==> config.mk <==
export PLATFORM = sky130hd
export DESIGN_NAME = fetch_sequencer_flat
export DESIGN_NICKNAME = d
export VERILOG_FILES = /design/src/rtl/fetch_pkg.sv /design/src/rtl/fetch_sequencer_if.sv /design/src/rtl/fetch_sequencer.sv /design/src/flat_wrapper.sv
export SDC_FILE = /design/constraint.sdc
export NUM_CORES = 1
export LEC_CHECK = 0
export ABC_AREA = 1
export CORE_MARGIN = 5
export CORE_UTILIZATION = 40
export CTS_CLUSTER_DIAMETER = 80
export CTS_CLUSTER_SIZE = 24
export DETAILED_ROUTE_END_ITERATION = 8
export PLACE_DENSITY = 0.77
export SLEW_MARGIN = 20
export SYNTH_ARGS = -nofsm -noshare
export SYNTH_HDL_FRONTEND = slang
export SYNTH_SLANG_ARGS = --single-unit
==> constraint.sdc <==
create_clock -name clk -period 2.3 [get_ports clk]
set_input_delay 0.46 -clock clk [delete_from_list [all_inputs] [get_ports clk]]
set_output_delay 0.46 -clock clk [all_outputs]
set_load 0.01 [all_outputs]
==> src/rtl/fetch_pkg.sv <==
// Shared definitions for the instruction fetch path: word/address widths,
// opcode field placement, the fetch FSM state type and an opcode helper.
// The control unit imports this package so both agree on opcode position.
package fetch_pkg;

  // Architectural widths of the 60-bit processor.
  localparam int INSTR_W  = 60;
  localparam int ADDR_W   = 16;
  localparam int OPCODE_W = 4;

  // Opcode occupies the top OPCODE_W bits of the instruction word.
  localparam int OPCODE_MSB = INSTR_W - 1;
  localparam int OPCODE_LSB = INSTR_W - OPCODE_W;

  // Fetch sequencer states.
  typedef enum logic [1:0] {
    IDLE = 2'd0,
    REQ  = 2'd1,
    WAIT = 2'd2,
    HOLD = 2'd3
  } fetch_state_e;

  // Extract the opcode field from an instruction word.
  function automatic logic [OPCODE_W-1:0] opcode_of(input logic [INSTR_W-1:0] instr);
    return instr[OPCODE_MSB -: OPCODE_W];
  endfunction

endpackage

==> src/rtl/fetch_sequencer_if.sv <==
// Bundles the instruction-memory request/response channel and the
// fetched-instruction channel toward decode. The master side is the fetch
// sequencer; the slave side is the memory plus decode environment.
interface fetch_sequencer_if;
  import fetch_pkg::*;

  // Instruction-memory request channel (valid/ready).
  logic                imem_req_valid;
  logic                imem_req_ready;
  logic [ADDR_W-1:0]   imem_req_addr;

  // Instruction-memory response: one pulse per accepted request.
  logic                imem_rsp_valid;
  logic [INSTR_W-1:0]  imem_rsp_data;

  // Fetched instruction toward decode (valid/ready).
  logic                instr_valid;
  logic                instr_ready;
  logic [INSTR_W-1:0]  instr_data;
  logic [ADDR_W-1:0]   instr_pc;
  logic [OPCODE_W-1:0] opcode;

  modport master (
    output imem_req_valid,
    output imem_req_addr,
    input  imem_req_ready,
    input  imem_rsp_valid,
    input  imem_rsp_data,
    output instr_valid,
    output instr_data,
    output instr_pc,
    output opcode,
    input  instr_ready
  );

  modport slave (
    input  imem_req_valid,
    input  imem_req_addr,
    output imem_req_ready,
    output imem_rsp_valid,
    output imem_rsp_data,
    input  instr_valid,
    input  instr_data,
    input  instr_pc,
    input  opcode,
    output instr_ready
  );

endinterface

==> src/rtl/fetch_sequencer.sv <==
// Instruction fetch sequencer: owns the PC, keeps at most one instruction
// memory read outstanding, and hands each fetched word to decode. Jumps and
// taken branches redirect the PC; a fetch already in flight when a redirect
// arrives is marked stale and its response is dropped.
module fetch_sequencer
  import fetch_pkg::*;
#(
  parameter logic [ADDR_W-1:0] RESET_PC = '0
) (
  input  logic              clk,
  input  logic              rst,
  fetch_sequencer_if.master bus,
  input  logic              branch_en,
  input  logic              jump_en,
  input  logic              branch_taken,
  input  logic [ADDR_W-1:0] target_addr,
  output logic              fetch_busy
);

  fetch_state_e       state;
  logic [ADDR_W-1:0]  pc;
  logic               discard;
  logic [INSTR_W-1:0] instr_data_q;
  logic [ADDR_W-1:0]  instr_pc_q;
  logic               redirect;

  // A redirect is either an unconditional jump or a taken branch.
  assign redirect = jump_en | (branch_en & branch_taken);

  // FSM, PC and instruction registers updated together on each rising edge.
  // NOTE: sequential state uses non-blocking assignments only, so every
  // branch below reads the pre-edge values of state/pc/discard regardless
  // of statement order.
  always_ff @(posedge clk) begin
    if (rst) begin
      state        <= IDLE;
      pc           <= RESET_PC;
      discard      <= 1'b0;
      instr_data_q <= '0;
      instr_pc_q   <= '0;
    end else begin
      unique case (state)
        IDLE: begin
          if (redirect) begin
            pc <= target_addr;
          end
          state <= REQ;
        end

        REQ: begin
          // Unaccepted request may retarget freely; an accepted one that is
          // redirected in the same cycle is already stale.
          if (redirect) begin
            pc <= target_addr;
          end
          if (bus.imem_req_ready) begin
            discard <= redirect;
            state   <= WAIT;
          end
        end

        WAIT: begin
          if (bus.imem_rsp_valid) begin
            if (redirect) begin
              // Response in hand is stale; nothing else is outstanding.
              pc      <= target_addr;
              discard <= 1'b0;
              state   <= REQ;
            end else if (discard) begin
              discard <= 1'b0;
              state   <= REQ;
            end else begin
              instr_data_q <= bus.imem_rsp_data;
              instr_pc_q   <= pc;
              state        <= HOLD;
            end
          end else if (redirect) begin
            pc      <= target_addr;
            discard <= 1'b1;
          end
        end

        HOLD: begin
          // The held word is withdrawn on redirect; a simultaneous handshake
          // still completes but the PC follows the target, not pc+1.
          if (redirect) begin
            pc    <= target_addr;
            state <= REQ;
          end else if (bus.instr_ready) begin
            pc    <= pc + 1'b1;
            state <= REQ;
          end
        end

        default: state <= IDLE;
      endcase
    end
  end

  // Handshake valids decode straight from the state register, so they have
  // no combinational path from any input.
  assign bus.imem_req_valid = (state == REQ);
  assign bus.instr_valid    = (state == HOLD);
  assign bus.imem_req_addr  = pc;
  assign bus.instr_data     = instr_data_q;
  assign bus.instr_pc       = instr_pc_q;
  assign bus.opcode         = opcode_of(instr_data_q);
  assign fetch_busy         = (state != IDLE);

endmodule

==> src/flat_wrapper.sv <==
// flat-port wrapper written by rule: the top's interface ports become plain ports
module fetch_sequencer_flat import fetch_pkg::*;
#(
  parameter logic [ADDR_W-1:0] RESET_PC = '0
)
  (clk, rst, branch_en, jump_en, branch_taken, target_addr, fetch_busy, bus_imem_req_valid, bus_imem_req_addr, bus_imem_req_ready, bus_imem_rsp_valid, bus_imem_rsp_data, bus_instr_valid, bus_instr_data, bus_instr_pc, bus_opcode, bus_instr_ready);
  fetch_sequencer_if bus_i ();
  input  logic clk;
  input  logic rst;
  input  logic branch_en;
  input  logic jump_en;
  input  logic branch_taken;
  input  logic [ADDR_W-1:0] target_addr;
  output logic fetch_busy;
  output wire logic [$bits(bus_i.imem_req_valid)-1:0] bus_imem_req_valid;
  output wire logic [$bits(bus_i.imem_req_addr)-1:0] bus_imem_req_addr;
  input wire logic [$bits(bus_i.imem_req_ready)-1:0] bus_imem_req_ready;
  input wire logic [$bits(bus_i.imem_rsp_valid)-1:0] bus_imem_rsp_valid;
  input wire logic [$bits(bus_i.imem_rsp_data)-1:0] bus_imem_rsp_data;
  output wire logic [$bits(bus_i.instr_valid)-1:0] bus_instr_valid;
  output wire logic [$bits(bus_i.instr_data)-1:0] bus_instr_data;
  output wire logic [$bits(bus_i.instr_pc)-1:0] bus_instr_pc;
  output wire logic [$bits(bus_i.opcode)-1:0] bus_opcode;
  input wire logic [$bits(bus_i.instr_ready)-1:0] bus_instr_ready;
  assign bus_imem_req_valid = bus_i.imem_req_valid;
  assign bus_imem_req_addr = bus_i.imem_req_addr;
  assign bus_i.imem_req_ready = bus_imem_req_ready;
  assign bus_i.imem_rsp_valid = bus_imem_rsp_valid;
  assign bus_i.imem_rsp_data = bus_imem_rsp_data;
  assign bus_instr_valid = bus_i.instr_valid;
  assign bus_instr_data = bus_i.instr_data;
  assign bus_instr_pc = bus_i.instr_pc;
  assign bus_opcode = bus_i.opcode;
  assign bus_i.instr_ready = bus_instr_ready;
  fetch_sequencer #(.RESET_PC(RESET_PC)) u_core (.clk(clk), .rst(rst), .bus(bus_i), .branch_en(branch_en), .jump_en(jump_en), .branch_taken(branch_taken), .target_addr(target_addr), .fetch_busy(fetch_busy));
endmodule
Word level (Yosys, flattened, before mapping) --
Index checks and enable logic that the tools add are counted.
Storage, ports and cells: output and inout bits 99, flip-flop bits (word level) 95, bits of input ports 84, word-level logic and storage cells 41
Cells by class: mux-type cells 15, reduce and logical (&&, ||, !) cells 8, bitwise operators 4, add/sub/neg operators 1, equality and inequality tests 8
Operator list (count):
- $mux W16 | 3
- $pmux W16 S2 | 1
- $add A16 B1 Y16 const B | 1
- $mux W2 | 6
- $pmux W2 S4 | 1
- $reduce_and A3 Y1 | 2
- $eq A2 B2 Y1 const B | 2
- $ne A2 B1 Y1 const B | 2
- $reduce_and A4 Y1 | 1
- $reduce_bool A2 Y1 | 2
- $mux W1 | 3
- $ne A3 B1 Y1 const B | 1
- $ne A3 B2 Y1 const B | 1
- $reduce_or A3 Y1 | 1
- $eq A2 B1 Y1 const B | 1
- $logic_not A2 Y1 | 1
- $ne A2 B2 Y1 const B | 1
- $not A1 Y1 | 2
- $pmux W1 S2 | 1
- $reduce_and A2 Y1 | 1
- $and A1 B1 Y1 | 1
- $or A1 B1 Y1 | 1

Longest topological paths before layout --
Gate-level depths: netlist of the first run.
depth in word-level cells 5, depth in mapped cells 9, mapped depth without buffers 9

Least setup slack after synthesis of the first run --
OpenSTA, ideal clock, no wires.
path kind input to register, start point input branch_en, end point register u_core.instr_data_q[42] (netlist: u_core.bus.instr_data[42]), setup slack 0.864 ns, buffers on the path 2, arrival 1.320 ns, required time 2.184 ns, stages on the path 6, library setup time 0.116 ns, path through a21oi_4 -> nand4_4 -> buf_6 -> clkbuf_1 -> o21ai_0 -> nor2_1
On the way: word-level cells in the longest chain between the ends 4
Ends and longest elaborated chain:
- start: declaration | line flat_wrapper.sv:10 | input logic branch_en;
- $and A1 B1 Y1 | line fetch_sequencer.sv:28 | assign redirect = jump_en | (branch_en & branch_taken);
- $or A1 B1 Y1 | line fetch_sequencer.sv:28
- $not A1 Y1 (no source line)
- $reduce_and A4 Y1 (no source line)
- end signal: assignment | line fetch_sequencer.sv:73 | instr_data_q <= bus.imem_rsp_data;
- end: declaration | line fetch_sequencer.sv:23 | logic [INSTR_W-1:0] instr_data_q;
Every way passes these cells. A chain may end at the register's enable or synchronous reset.

Worst setup path in the final report of the first run --
start point register u_core.state[0], end point output fetch_busy
On the way: word-level cells in the longest chain between the ends 1
Ends and longest elaborated chain:
- start: declaration | line fetch_sequencer.sv:20 | fetch_state_e state;
- start signal: assignment | line fetch_sequencer.sv:36 | state <= IDLE;
- start signal: assignment | line fetch_sequencer.sv:47 | state <= REQ;
- start signal: assignment | line fetch_sequencer.sv:58 | state <= WAIT;
- $reduce_bool A2 Y1 | line fetch_sequencer.sv:108 | assign fetch_busy = (state != IDLE);
- end: declaration | line flat_wrapper.sv:14 | output logic fetch_busy;
Every way passes these cells.

==> results of run 1 <==
## per-layer routing
| layer | up-vias | share of wire | track usage |
|---|---|---|---|
| met3 | 18 | 0.066 | 0.05786 |
| met2 | 170 | 0.48 | 0.3398 |
| met5 | - | 0 | 0 |
| li1 | 2119 | - | - |
| met4 | 0 | 0.019 | 0.06486 |
| met1 | 1910 | 0.43 | 0.2604 |
## report_power, final
part	internal [mW]	switching, mW	leakage (nW)
Clock	0.589	0.554	0.109
Combinational	0.271	0.199	1.46
Sequential	1.68	0.0500	0.770
## state kept, by name, indices dropped and copies added (netlist names)
signal,cells
u_core.bus.instr_data,60
u_core.bus.imem_req_addr,16
u_core.bus.instr_pc,16
u_core.state,2
u_core.discard,1
## worst max-delay path: cells and delay by family (launching register included)
family     cells  cell delay, ns
buf+inv        3            0.69
fa+ha+maj      1            0.21
flops          1            0.40
## cell type report
type	count	area, µm²	share of cell area
timing repair buffer	192	1947	0.3166
sequential	95	1902	0.3093
multi-input combinational	389	1787	0.2905
clock buffer	13	168.9	0.02747
tap	133	166.4	0.02706
inverter	37	138.9	0.02258
clock inverter	3	40.04	0.006511
## cell families (layout without fill, tap and decap cells)
family	count (synthesis)	after routing	synth area share
compound gates	128	128	0.1647
buf+inv	72	245	0.09069
fa+ha+maj	6	6	0.01851
xor+xnor	3	3	0.006479
mux	1	1	0.002468
flops	95	95	0.4688
simple gates	251	251	0.2483
## cell usage after synthesis (3+ instances only)
cell	n
nand3_1	18
nand2_1	66
nor2_1	157
buf_6	9
nand4_1	3
buf_2	3
dfxtp_1	95
a31oi_1	3
ha_1	6
o21ai_1	8
inv_1	35
buf_4	7
clkbuf_1	16
o21ai_0	79
a21oi_1	33
## through the flow
step | cells | power (mW) | setup WS [ns] | hold slack [ns] | cell area (µm²)
floorplan | 556 | 1.951 | 0.8642 | 0.4391 | 4056
global placement | 846 | 2.227 | 0.2310 | 0.4520 | 5941
detailed placement | 846 | 2.238 | 0.2213 | 0.4577 | 5941
global route | 862 | 3.516 | 0.1092 | 0.5030 | 6150
finish | 862 | 3.347 | 0.2018 | 0.4672 | 6150
CTS | 862 | 3.380 | 0.1702 | 0.4712 | 6150
## path summary, 6_finish.rpt
| check | endpoint | slack, ns | cells past startpoint | startpoint |
|---|---|---|---|---|
| max | fetch_busy | 0.20 | 4 | u_core.state[0]$_SDFFE_PP0P_ |
| min | u_core.discard$_SDFFE_PP0P_ | 0.47 | 2 | u_core.discard$_SDFFE_PP0P_ |
| max reg2reg | u_core.bus.imem_req_addr[12]$_SDFFE_PP0P_ | 0.65 | 8 | u_core.bus.imem_req_addr[1]$_SDFFE_PP0P_ |
| min reg2reg | u_core.discard$_SDFFE_PP0P_ | 0.47 | 2 | u_core.discard$_SDFFE_PP0P_ |
==> metrics.md, run 1 <==
| Metric | Value |
|---|---|
| Diode count | `0` |
| Yosys top cell area share | `0.4688` |
| Status | `finished clean` |
| Final setup fails | `0` |
| Unrepaired setup endpoints after global routing | `false` |
| WL/cell | `about 15 µm` |
| Measured slew at the worst slew-check pin | `roughly 0.43 ns` |
| Fin util | `0.6263` |
| Top post-synthesis cells by area | `dfxtp_1 (47%), nor2_1 (15%), o21ai_0 (9.7%)` |
| First-pass GRT wire length | `~21000 µm` |
| DR pass1 iterations | `5` |
| Initial DRC Count | `roughly 330` |
| CTS tree | `yes` |
| Largest stage delay, worst path | `0.53 ns` |
| I/O Pins | `between 150 and 200` |
| Avg Cell Area, Syn | `7.296 µm²` |
| Worst Setup Path Type | `flip-flop to output pin` |
| Number of max-cap violations | `0` |
| Max-slew violation count | `0` |
| Final TNS setup | `0 ns` |
| Slew HR | `0.7111` |
| Row Count | `36` |
| Post-Synthesis Net Count | `646` |
| Via density | `4.892` |
| FILL cells | `~890` |
| Htree depth | `3` |
| Syn-to-layout area delta | `51.60%` |
| Worst Path Max Fanout | `4` |
| Setup crit start kind | `flip-flop` |
| DIE HEIGHT | `110.7 µm` |
| Total CTS buffers | `9` |
| Starting Density | `0.4131` |
| Routed via count | `approximately 4200` |
| Initial antenna violation count | `0` |
| DRT Wirelength | `approximately 13000 µm` |
| Port buffer count | `182` |
| Clock root cell | `clkbuf_8` |
| Grt ovf | `0` |
| Die area | `between 10000 and 15000 µm²` |
| Largest area contributor in the netlist | `dfxtp_1` |
| Layout cells sized above 1 | `0.04527` |
| Most frequent CP cell | `inv_1` |
| Synth Flop Type | `dfxtp_1` |
| Most common cell after layout, fill and taps aside | `clkdlybuf4s50_1` |
| Post-synth design cell area | `about 4000 µm²` |
| Final period util | `0.9123` |
| DRC viols | `0` |
| Register area share after synthesis | `0.4688` |
| Yosys cell types | `29` |
| Worst Skew | `0.01140 ns` |
| FF+latch count, synth | `95` |
| Detail Route Antenna Nets | `0` |
| Fraction of registers with async set/reset | `0` |
| Min cycle time layout | `around 2.1 ns` |
| Fmax | `~480 MHz` |
| Clock-pin slew on the worst setup and hold paths | `0.08 ns` |
| Post-CTS Setup Bufs | `0` |
| Hold Vio Cnt, Final | `0` |
| Final #Nets | `814` |
| Leak | `roughly 2.3 nW` |
| EDFF count, synth | `0` |
| Critical Path RT | `1.84 ns` |
| DP HPWL | `approximately 10000 µm` |
| Max VDD drop | `roughly 0.00025 V` |
| Skew-Pair Late Insertion Delay | `approximately 0.36 ns` |
| Largest net degree at the start of global routing | `56` |
| Hold buffer count at CTS | `0` |
| CTS Buffer Depth | `2` |
| Crit-path cells | `inv_1 > ha_1 > inv_1 > clkdlybuf4s50_1` |
| YS warnings | `0` |
| GPL Wtd Cong | `between 0.9 and 1` |
| Synthesized instance count | `~560` |
| Post-cts sizing count | `0` |
| Most frequent cells in the layout | `clkdlybuf4s50_1 (182), nor2_1 (157), dfxtp_1 (95)` |
| Number of global-route vias before repair | `slightly above 4000` |
| Core region area | `roughly 9800 µm²` |
| Die width | `110.7 µm` |
| Crit end category | `output pin` |
| Hold crit path type | `flip-flop to flip-flop` |
| Power Dens Cells | `around 540 nW/µm²` |
| Clk sinks | `95` |
| Crit path DAT | `1.64 ns` |
| Worst path slowest cell | `clkdlybuf4s50_1` |
| Overall Global Routing Usage | `0.2059` |
No activity file was read; power rests on OpenSTA's default activity.
==> run 2, diff against run 1 <==
--- a/config.mk
+++ b/config.mk
@@ -6,12 +6,15 @@
 export NUM_CORES = 1
 export LEC_CHECK = 0
 export ABC_AREA = 1
+export ABC_CLOCK_PERIOD_IN_PS = 2300
+export CAP_MARGIN = 20
 export CORE_MARGIN = 5
 export CORE_UTILIZATION = 40
 export CTS_CLUSTER_DIAMETER = 80
 export CTS_CLUSTER_SIZE = 24
 export DETAILED_ROUTE_END_ITERATION = 8
 export PLACE_DENSITY = 0.77
+export RECOVER_POWER = 100
 export SLEW_MARGIN = 20
 export SYNTH_ARGS = -nofsm -noshare
 export SYNTH_HDL_FRONTEND = slang
==> metrics.md, run 2 (same netlist as run 1, synthesis figures left out) <==
| Metric | Value |
|---|---|
| Fmax | `approximately 460 MHz` |
| Starting Density | `0.4131` |
| Die area | `~12000 µm²` |
| GR peak layer | `met2` |
| Post-route cell area | `about 6100 µm²` |
| WL/cell | `between 10 and 15 µm` |
| Unrepaired setup endpoints after global routing | `false` |
| Most frequent cells in the layout | `nor2_1 (157), dlygate4sd3_1 (98), dfxtp_1 (95)` |
| Row Count | `36` |
| Largest stage delay, worst path | `about 0.63 ns` |
| Critical Path RT | `1.84 ns` |
| Slew HR | `0.5945` |
| Port buffer count | `182` |
| Clk sinks | `95` |
| Crit path DAT | `1.72 ns` |
| First-pass GRT wire length | `between 20000 and 25000 µm` |
| Final period util | `0.9468` |
| Crit end category | `output pin` |
| Overall Global Routing Usage | `0.2059` |
| Post-CTS Setup Bufs | `0` |
| Top delay family on crit path | `buffers and inverters` |
| Hold Vio Cnt, Final | `0` |
| DIE HEIGHT | `~110 µm` |
| Post-Place Cell Area | `between 5000 and 6000 µm²` |
| Htree depth | `3` |
| Hold buffer count at CTS | `0` |
| Setup crit start kind | `flip-flop` |
| Worst path bufs/invs | `2` |
| Clock root cell | `clkbuf_8` |
| Clock-pin slew on the worst setup and hold paths | `roughly 0.080 ns` |
| Via density | `approximately 5` |
| Worst Skew | `between 0.008 and 0.009 ns` |
| Initial antenna violation count | `0` |
| Max-slew violation count | `0` |
| Max VDD drop | `between 0.0002 and 0.00025 V` |
| Largest net degree at the start of global routing | `56` |
| Detail Route Antenna Nets | `0` |
| DRT Wirelength | `12740 µm` |
| Status | `finished clean` |
| Post-cts sizing count | `0` |
| DP HPWL | `between 9000 and 10000 µm` |
| Syn-to-layout area delta | `50.77%` |
| Power Dens Cells | `roughly 540 nW/µm²` |
| Grt ovf | `0` |
| Die width | `roughly 110 µm` |
| Final setup fails | `0` |
| Diode count | `0` |
| DR pass1 iterations | `5` |
| Min cycle time layout | `2.178 ns` |
| Dpl ws | `about 0.22 ns` |
| CTS Buffer Depth | `2` |
| DRC viols | `0` |
| Core region area | `9819 µm²` |
| Skew-Pair Late Insertion Delay | `roughly 0.36 ns` |
| Final #Nets | `a little over 800` |
| Post-layout worst setup margin | `0.1224 ns` |
| Total CTS buffers | `9` |
| Hold crit path type | `flip-flop to flip-flop` |
| Met1 Track Usage GR | `0.2604` |
| Routed via count | `approximately 4200` |
| Final TNS setup | `0 ns` |
| GR Util met2 | `0.3398` |
| Worst Setup Path Type | `flip-flop to output pin` |
| Initial DRC Count | `341` |
| I/O Pins | `about 180` |
| Leak | `approximately 2.7 nW` |
| Met3 Usage GRT | `0.05786` |
| CTS tree | `yes` |
| Worst path slowest cell | `dlygate4sd3_1` |
| Layout cells sized above 1 | `0.03841` |
| Measured slew at the worst slew-check pin | `0.6083 ns` |
| Fin util | `0.6228` |
| Most common cell after layout, fill and taps aside | `nor2_1` |
| Crit-path cells | `inv_1 > ha_1 > dlygate4sd3_1` |
| Number of global-route vias before repair | `approximately 4000` |
| Worst Path Max Fanout | `4` |
| GPL Wtd Cong | `about 0.94` |
| Largest register FFs | `60` |
| Number of max-cap violations | `0` |
## run 2: changes by cell type in the layout (fill, tap and decap cells not counted), sizes merged
cell           before  now
clkdlybuf4s50     182   84
buf                10    8
dlygate4sd3         0   98
clkbuf             13   15
## run 2: final cells by class
type / count / area (µm²)
inverter: 37 / 138.9
tap: 133 / 166.4
timing repair buffer: 192 / 1932
clock buffer: 13 / 168.9
clock inverter: 3 / 40.04
multi-input combinational: 389 / 1768
fill: 892 / 3704
sequential: 95 / 1902
## run 2: worst min-delay path, stage by stage (launching register included)
cell     delay [ns]
dfxtp_1        0.32
nand2_1        0.06
a21oi_1        0.05
## run 2: final timing paths
| path | from | to | slack [ns] | depth (start not counted) |
|---|---|---|---|---|
| worst max-delay path | u_core.state[1]$_SDFFE_PP0P_ | bus_imem_req_valid | 0.12 | 3 |
| worst min-delay path | u_core.discard$_SDFFE_PP0P_ | u_core.discard$_SDFFE_PP0P_ | 0.47 | 2 |
| worst min register to register | u_core.discard$_SDFFE_PP0P_ | u_core.discard$_SDFFE_PP0P_ | 0.47 | 2 |
| worst max register to register | u_core.state[0]$_SDFFE_PP0P_ | u_core.bus.instr_data[20]$_SDFFE_PP0P_ | 0.45 | 7 |
## run 2: where the power goes
group          switching [mW]  leakage (nW)  internal [mW]
clock network           0.556         0.109          0.589
registers              0.0485         0.770           1.68
logic                   0.197          1.79          0.255
total                   0.801          2.66           2.53
## run 2: per-stage QoR
step                      total power [mW]  cells  hold WS, ns
final                                3.329    862       0.4675
after detailed placement             2.238    846       0.4577
after global routing                 3.495    862       0.5030
after CTS                            3.380    862       0.4712
after global placement               2.227    846       0.4520
after floorplan                      1.951    556       0.4391
## run 2: layer usage
layer / part of all wire / wire length [µm]
met3: 0.065 / 833
met1: 0.43 / 5521
met5: 0 / 0
met4: 0.019 / 245
met2: 0.48 / 6137
==> run 3, diff against run 2 <==
--- a/config.mk
+++ b/config.mk
@@ -6,7 +6,7 @@
 export NUM_CORES = 1
 export LEC_CHECK = 0
 export ABC_AREA = 1
-export ABC_CLOCK_PERIOD_IN_PS = 2300
+export ABC_CLOCK_PERIOD_IN_PS = 2200
 export CAP_MARGIN = 20
 export CORE_MARGIN = 5
 export CORE_UTILIZATION = 40
==> constraint.sdc (replaced) <==
create_clock -name clk -period 2.2 [get_ports clk]
set_input_delay 0.44 -clock clk [delete_from_list [all_inputs] [get_ports clk]]
set_output_delay 0.44 -clock clk [all_outputs]
set_load 0.01 [all_outputs]
==> metrics.md, run 3 (same netlist as run 1, synthesis figures left out) <==
| Metric | Value |
|---|---|
| Via density | `slightly below 5` |
| Fmax | `approximately 480 MHz` |
| Core region area | `9819 µm²` |
| Final period util | `0.9522` |
| WL/cell | `around 15 µm` |
| Number of global-route vias before repair | `just over 4000` |
| Post-cts sizing count | `0` |
| Status | `finished clean` |
| Setup crit start kind | `flip-flop` |
| Final TNS setup | `0 ns` |
| CTS tree | `yes` |
| Post-CTS Setup Bufs | `0` |
| Total CTS buffers | `9` |
| Power, Total | `roughly 3.3 mW` |
| Area of the multi-input gates | `1768 µm²` |
| Grt ovf | `0` |
| Largest stage delay, worst path | `0.53 ns` |
| Final #Nets | `about 800` |
| I/O Pins | `between 150 and 200` |
| Port buffer count | `roughly 180` |
| Layout cells sized above 1 | `0.03699` |
| Syn-to-layout area delta | `49.97%` |
| Overall Global Routing Usage | `0.2035` |
| First-pass GRT wire length | `~20000 µm` |
| Initial DRC Count | `between 300 and 400` |
| Int Power | `~2.5 mW` |
| GPL Wtd Cong | `0.9138` |
| Sw frac | `0.2493` |
| FILL cells | `between 900 and 1000` |
| Min cycle time layout | `roughly 2.1 ns` |
| Measured slew at the worst slew-check pin | `about 0.53 ns` |
| Max VDD drop | `approximately 0.00024 V` |
| Worst path slowest cell | `clkdlybuf4s50_1` |
| Clk sinks | `between 90 and 100` |
| Crit end category | `output pin` |
| DRT Wirelength | `around 13000 µm` |
| Slew HR | `0.6473` |
| DP HPWL | `between 9000 and 10000 µm` |
| Comb pwr share | `0.144` |
| Largest net degree at the start of global routing | `between 50 and 60` |
| Number of max-cap violations | `0` |
| Initial antenna violation count | `0` |
| Clock root cell | `clkbuf_8` |
| Power Dens Cells | `approximately 540 nW/µm²` |
| Max-slew violation count | `0` |
| Worst Setup Path Type | `flip-flop to output pin` |
| Worst Skew | `0.01014 ns` |
| Critical Path RT | `about 1.8 ns` |
| Routed via count | `about 4300` |
| Most frequent cells in the layout | `nor2_1 (157), dlygate4sd3_1 (97), dfxtp_1 (95)` |
| Die width | `around 110 µm` |
| Clock-pin slew on the worst setup and hold paths | `0.09 ns` |
| Clock power share | `0.305` |
| Worst Path Max Fanout | `4` |
| Die area | `12250 µm²` |
| CTS Buffer Depth | `2` |
| DR pass1 iterations | `5` |
| Most frequent CP cell | `inv_1` |
| Row Count | `36` |
| Starting Density | `0.4131` |
| Final setup fails | `0` |
| Skew-Pair Late Insertion Delay | `about 0.36 ns` |
| DIE HEIGHT | `between 100 and 150 µm` |
| Detail Route Antenna Nets | `0` |
| Largest register FFs | `60` |
| Leak | `approximately 2.6 nW` |
| Hold Vio Cnt, Final | `0` |
| Dpl ws | `0.1869 ns` |
| DRC viols | `0` |
| Post-layout worst setup margin | `around 0.11 ns` |
| Crit path DAT | `1.65 ns` |
| Crit-path cells | `inv_1 > ha_1 > inv_1 > clkdlybuf4s50_1` |
| Unrepaired setup endpoints after global routing | `false` |
| Sequential Power Share | `0.551` |
| Htree depth | `3` |
| Most common cell after layout, fill and taps aside | `nor2_1` |
| Register Area | `1902 µm²` |
| Hold buffer count at CTS | `0` |
| Switch Pwr | `0.8189 mW` |
| Diode count | `0` |
| Hold crit path type | `flip-flop to flip-flop` |
run 3: worst paths after layout:
kind	startpoint	endpoint	slack, ns	depth (start not counted)
min reg2reg	u_core.discard$_SDFFE_PP0P_	u_core.discard$_SDFFE_PP0P_	0.47	2
max	u_core.state[0]$_SDFFE_PP0P_	fetch_busy	0.11	4
max reg2reg	u_core.state[0]$_SDFFE_PP0P_	u_core.bus.instr_data[51]$_SDFFE_PP0P_	0.50	7
min	u_core.discard$_SDFFE_PP0P_	u_core.discard$_SDFFE_PP0P_	0.47	2
run 3: layer usage:
layer	GRT usage	routed length, µm
met1	0.2418	5248
met2	0.3414	6153
met3	0.05677	997
met4	0.09113	392
met5	0	0
run 3: area by class of cell:
cell class / instances / area share
tap: 133 / 0.02736
sequential: 95 / 0.3126
inverter: 37 / 0.02283
clock buffer: 14 / 0.02509
clock inverter: 1 / 0.0008227
timing repair buffer: 194 / 0.3207
multi-input combinational: 389 / 0.2906
run 3: per-stage QoR:
| step | utilization | area (µm²) | cells | hold WS (ns) |
|---|---|---|---|---|
| floorplan | - | 4056 | 556 | 0.4391 |
| global placement | 0.6078 | 5968 | 848 | 0.4550 |
| detailed placement | 0.6078 | 5968 | 848 | 0.4547 |
| CTS | 0.6239 | 6126 | 863 | 0.4681 |
| global route | 0.6195 | 6083 | 863 | 0.4929 |
| finish | 0.6195 | 6083 | 863 | 0.4662 |
run 3: power groups by stage:
stage,registers (mW),clock network [mW],logic (mW)
final,1.81,1.00,0.473
after global routing,1.82,1.09,0.520
after CTS,1.81,1.03,0.494
after global placement,1.85,0,0.480
after floorplan,1.85,0,0.186
after detailed placement,1.85,0,0.490
run 3: worst max-delay path, delay by kind of cell (launching register included):
| kind | cells | cell delay [ns] |
|---|---|---|
| buffers and inverters | 3 | 0.69 |
| adders and majority gates | 1 | 0.21 |
| DFF | 1 | 0.39 |
